[src/rtl/crc16_frame_serializer.sv]
// Byte-to-bit serializer feeding a serial CRC-16 engine: buffers up to two
// bytes, streams them MSB-first without gaps, clears the engine and captures its result.
//
// state   | meaning
// IDLE    | waiting for a buffered byte
// CLEAR   | engine reset pulse, first byte loaded
// SHIFT   | data bits on bit_out, next byte chained at bit 0
// PAD     | 16 augmentation zeros
// CAPTURE | engine register final, latch into crc_out
module crc16_frame_serializer #(
  parameter bit AUGMENT = 1'b0
) (
  input  logic        clk,
  input  logic        rst,
  input  logic [7:0]  s_data,
  input  logic        s_valid,
  input  logic        s_last,
  output logic        s_ready,
  output logic        bit_out,
  output logic        bit_valid,
  output logic        crc_clr,
  input  logic [15:0] crc_lfsr,
  output logic [15:0] crc_out,
  output logic        crc_done,
  output logic        underrun,
  output logic        busy
);

  typedef enum logic [2:0] {
    ST_IDLE,
    ST_CLEAR,
    ST_SHIFT,
    ST_PAD,
    ST_CAPTURE
  } state_t;

  state_t      r_state;
  logic [7:0]  r_mem_data [2];
  logic [1:0]  r_mem_last;
  logic        r_wr_ptr;
  logic        r_rd_ptr;
  logic [1:0]  r_count;
  logic [7:0]  r_shreg;
  logic        r_last_q;
  logic [2:0]  r_bit_cnt;
  logic [3:0]  r_pad_cnt;
  logic        r_bit_valid;
  logic        r_crc_clr;
  logic        r_crc_done;
  logic        r_underrun;
  logic [15:0] r_crc_out;

  logic        w_full;
  logic        w_empty;
  logic        w_push;
  logic        w_pop;
  logic [7:0]  w_head_data;
  logic        w_head_last;

  assign w_full      = (r_count == 2'd2);
  assign w_empty     = (r_count == 2'd0);
  assign w_push      = s_valid && !w_full;
  assign w_head_data = r_mem_data[r_rd_ptr];
  assign w_head_last = r_mem_last[r_rd_ptr];
  // CLEAR is only entered with a byte buffered, so its pop never underflows
  assign w_pop = (r_state == ST_CLEAR) ||
                 ((r_state == ST_SHIFT) && (r_bit_cnt == 3'd7) && !r_last_q && !w_empty);

  always_ff @(posedge clk or posedge rst) begin
    if (rst) begin
      r_mem_data[0] <= '0;
      r_mem_data[1] <= '0;
      r_mem_last    <= '0;
      r_wr_ptr      <= 1'b0;
      r_rd_ptr      <= 1'b0;
      r_count       <= '0;
    end else begin
      if (w_push) begin
        r_mem_data[r_wr_ptr] <= s_data;
        r_mem_last[r_wr_ptr] <= s_last;
        r_wr_ptr             <= ~r_wr_ptr;
      end
      if (w_pop) begin
        r_rd_ptr <= ~r_rd_ptr;
      end
      case ({w_push, w_pop})
        2'b10:   r_count <= r_count + 2'd1;
        2'b01:   r_count <= r_count - 2'd1;
        default: r_count <= r_count;
      endcase
    end
  end

  always_ff @(posedge clk or posedge rst) begin
    if (rst) begin
      r_state     <= ST_IDLE;
      r_shreg     <= '0;
      r_last_q    <= 1'b0;
      r_bit_cnt   <= '0;
      r_pad_cnt   <= '0;
      r_bit_valid <= 1'b0;
      r_crc_clr   <= 1'b0;
      r_crc_done  <= 1'b0;
      r_underrun  <= 1'b0;
      r_crc_out   <= '0;
    end else begin
      r_crc_clr  <= 1'b0;
      r_crc_done <= 1'b0;
      r_underrun <= 1'b0;
      case (r_state)
        ST_IDLE: begin
          r_bit_valid <= 1'b0;
          if (!w_empty) begin
            r_state   <= ST_CLEAR;
            r_crc_clr <= 1'b1;
          end
        end
        ST_CLEAR: begin
          r_shreg     <= w_head_data;
          r_last_q    <= w_head_last;
          r_bit_cnt   <= '0;
          r_bit_valid <= 1'b1;
          r_state     <= ST_SHIFT;
        end
        ST_SHIFT: begin
          if (r_bit_cnt == 3'd7) begin
            if (r_last_q) begin
              r_shreg <= r_shreg << 1;
              if (AUGMENT) begin
                r_pad_cnt <= '0;
                r_state   <= ST_PAD;
              end else begin
                r_bit_valid <= 1'b0;
                r_state     <= ST_CAPTURE;
              end
            end else if (!w_empty) begin
              r_shreg   <= w_head_data;
              r_last_q  <= w_head_last;
              r_bit_cnt <= '0;
            end else begin
              r_shreg     <= r_shreg << 1;
              r_bit_valid <= 1'b0;
              r_underrun  <= 1'b1;
              r_state     <= ST_IDLE;
            end
          end else begin
            r_shreg   <= r_shreg << 1;
            r_bit_cnt <= r_bit_cnt + 3'd1;
          end
        end
        ST_PAD: begin
          if (r_pad_cnt == 4'd15) begin
            r_bit_valid <= 1'b0;
            r_state     <= ST_CAPTURE;
          end else begin
            r_pad_cnt <= r_pad_cnt + 4'd1;
          end
        end
        ST_CAPTURE: begin
          r_crc_out  <= crc_lfsr;
          r_crc_done <= 1'b1;
          r_state    <= ST_IDLE;
        end
        default: begin
          r_bit_valid <= 1'b0;
          r_state     <= ST_IDLE;
        end
      endcase
    end
  end

  assign s_ready   = !w_full;
  assign bit_out   = r_shreg[7] && r_bit_valid;
  assign bit_valid = r_bit_valid;
  assign crc_clr   = r_crc_clr;
  assign crc_out   = r_crc_out;
  assign crc_done  = r_crc_done;
  assign underrun  = r_underrun;
  assign busy      = (r_state != ST_IDLE);

endmodule

[config.mk]
export PLATFORM = sky130hd
export DESIGN_NAME = crc16_frame_serializer
export DESIGN_NICKNAME = d
export VERILOG_FILES = /design/src/rtl/crc16_frame_serializer.sv
export SDC_FILE = /design/constraint.sdc
export NUM_CORES = 1
export LEC_CHECK = 0
export ABC_AREA = 1
export CORE_MARGIN = 2
export CORE_UTILIZATION = 65
export CTS_CLUSTER_DIAMETER = 40
export CTS_CLUSTER_SIZE = 28
export DETAILED_ROUTE_END_ITERATION = 8
export DONT_BUFFER_PORTS = 1
export PLACE_DENSITY = 0.81
export SLEW_MARGIN = 5
export SYNTH_ARGS = -nofsm -noshare
export SYNTH_HDL_FRONTEND = slang
export SYNTH_SLANG_ARGS = --single-unit
[constraint.sdc]
create_clock -name clk -period 5.8 [get_ports clk]
set_input_delay 0.58 -clock clk [delete_from_list [all_inputs] [get_ports clk]]
set_output_delay 0.58 -clock clk [all_outputs]
set_load 0.05 [all_outputs]
==> results.toml <==
[power_and_ir_drop]
p_sw_frac = 0.484
pwr-share-clk = 0.158
p_leak_nw = 1.53
p_int_mw = 1.00
irDropWorstVdd_mv = 0.309
pwr-share-comb = 0.335
seqPwrFrac = 0.507
total_switching_power_mw = 0.940
power_mw = 1.94
powerDensity_nw_per_um2 = 669

[clock_network]
cts_sinks = 61
cts_buffer_depth = 2
holdBufCountCts = 0
cts_tree = "done"
clkTransAtPathRegs_ps = 70
cts_setup_buffers = 0
clkLatencyLatePin_ps = 340
cts_resized = 0
htreeDepth = 3
cts_root_buffer = "clkbuf_8"
cts_buffers = 9

[run]
maxCapViolations = 0

[finish]
fin_cells = 375
antenna-diode-count = 0
nNetsFinal = 352
syn2layout_area_growth_pct = 6.61
fill_cells = 304
multi_input_area_um2 = 1040
seq_area_um2 = 1530
post-route-cell-area_um2 = 2910
drive_gt1_frac = 0.0923

[logic_synthesis]
synth_common_cells = "nand2_1 (128), dfrtp_1 (61), inv_1 (27)"
ys_ff_latch = 61
synth.avg_cell_area_um2 = 8.66
netlist.area_leader.share = 0.560
synth_top_cells_by_area = "dfrtp_1 (56%), nand2_1 (18%), nand3_1 (3.9%), inv_1 (3.7%), o21ai_0 (3.7%)"
synthArstFlopShare = 1.00
ys_seq_area_frac = 0.560
synthCells = 315
synthFlopType = "dfrtp_1"
ys.warnings.count = 0
yosysMostFrequentCell = "nand2_1"
yosys.area.top_type = "dfrtp_1"
synth_cell_types = 27
synth-edff-count = 0
syn_nets = 347
syn_area_um2 = 2730

[setup_path]
rr_startpoint = "r_bit_cnt[0]"
cpMostUsedCell = "ha_1"
cp_slowest_cell = "dfrtp_1"
max_stage_delay_ps = 390
reg2reg_depth = 10
crit_family = "adder cells"
rrSetupSlack_ps = 3640
critical_path.startpoint_type = "register"
endpoint_kind = "register"
r2r-end = "r_count[1]"
critPathArrivalTime_ps = 2370
crit_chain = "ha_1, ha_1, inv_1, nand3_1, nand3_1, inv_1, ha_1, a21oi_1, o21ai_0, xor2_1"
path_class = "reg2reg"
critPathMaxFanout = 6
path_buf_inv = 2
required_ps = 6010

[placed_design]
gp_congestion = 0.821
post_dp_cell_area_um2 = 2750
hpwl_um = 3370
port_buffers = 0
place_inst = 359

[route]
drtIter0Drc = 113
wl_per_cell_um = 13.2
vias_per_cell = 5.33
drt_wl_total_um = 4950
drt_first_pass_iters = 4
drc = 0
vias = 2000
ant_nets = 0

[timing]
timing.final.crit_period_ps = 2160
period_share = 0.373
worst_slew_margin_rel = 0.507
whs_ps = 318
hold_viol_final = 0
worst-slew-pin-transition_ps = 739
rsz0062_at_grt = "false"
setup_viol = 0
fmax_mhz = 463
tns_ps = 0
slew_viol_final = 0
skew_ps = 5.38

[grt]
gr-usage-all-layers = 0.233
grt-ovfl-total = 0
antenna_found_initial = 0
grt_pass1_wl_um = 7910
grt_pass1_vias = 1772
grt_max_degree = 62

[floorplanning]
chipHeight_um = 68.8
dieArea_um2 = 4730
ios = 51
num_rows = 23
core_um2 = 4030
initial_core_util = 0.677
die_w_um = 68.8

[outcome]
status = "finished clean"

[hold_path]
hold_class = "in2async"
==> power groups by stage <==
stage	Sequential, mW	Clock (mW)	Combinational (mW)
global placement	0.983	0	0.631
detailed placement	0.992	0	0.653
finish	0.985	0.308	0.651
floorplan	0.949	0	0.566
global route	1.01	0.330	0.756
CTS	0.985	0.315	0.659
==> worst max path at each step <==
stage	startpoint	end	cells after the start
floorplan	rst	bit_valid	1
global placement	r_bit_cnt[0]	r_count[1]	10
detailed placement	r_bit_cnt[0]	r_count[1]	10
CTS	r_bit_cnt[0]	r_count[1]	10
global route	r_bit_cnt[0]	r_count[1]	10
finish	r_bit_cnt[0]	r_count[1]	10
==> final cells by class <==
cell class | instances | area share
flip-flops and latches | 61 | 0.525
multi-input cells | 216 | 0.356
clock buffers | 10 | 0.0439
inverters | 31 | 0.0400
well taps | 50 | 0.0215
clock inverters | 6 | 0.0103
repair buffers | 1 | 0.00258
==> cells by family after synthesis <==
logic type,share of synthesized area
AO/OA/AOI/OAI,0.0780
flip-flops,0.560
buffers and inverters,0.0601
adder cells (fa/ha/maj),0.0184
XOR/XNOR,0.0161
AND/OR/NAND/NOR,0.268
==> placed cells by master (no fill, tap or decap), types with 2 or more instances in the layout <==
master    count
nor2_1        7
xnor2_1       3
nand2_2       5
xor2_1        2
o21ai_0      20
dfrtp_1      61
o21a_1        7
o21ai_1       2
ha_1          4
nand4_1       3
clkbuf_8      9
nor3_1        2
nand2_1     128
inv_2         4
nand3_1      21
a21boi_0      6
clkinv_2      6
nand2_4       2
inv_1        26
==> per-layer routing <==
layer  share of wire  wire [µm]  GRT usage  vias up
met5               0          0          0        -
met4           0.018         91      0.125        0
met3           0.051        252     0.0601        8
met2            0.48       2350      0.358       42
met1            0.45       2250      0.302      944
li1                -          -          -     1006
==> flip-flops by register name, summed over array words and instances (netlist names) <==
name        count
crc_done        1
bit_valid       1
underrun        1
r_rd_ptr        1
r_mem_last      2
r_wr_ptr        1
crc_out        16
r_pad_cnt       4
r_count         2
r_bit_cnt       3
crc_clr         1
r_mem_data     16
r_state         3
r_shreg         8
r_last_q        1
==> metrics by stage <==
step	util	setup WS [ps]
floorplan	-	3710
global placement	0.682	3720
detailed placement	0.682	3660
CTS	0.721	3650
global route	0.721	3420
finish	0.721	3640
==> worst register-to-register path, stage by stage, from the launching register on <==
cell	delay, ps
dfrtp_1	390
ha_1	210
ha_1	220
inv_1	80
nand3_1	180
nand3_1	220
inv_1	80
ha_1	300
a21oi_1	110
o21ai_0	110
xor2_1	150
No activity file was read; power rests on OpenSTA's default activity.
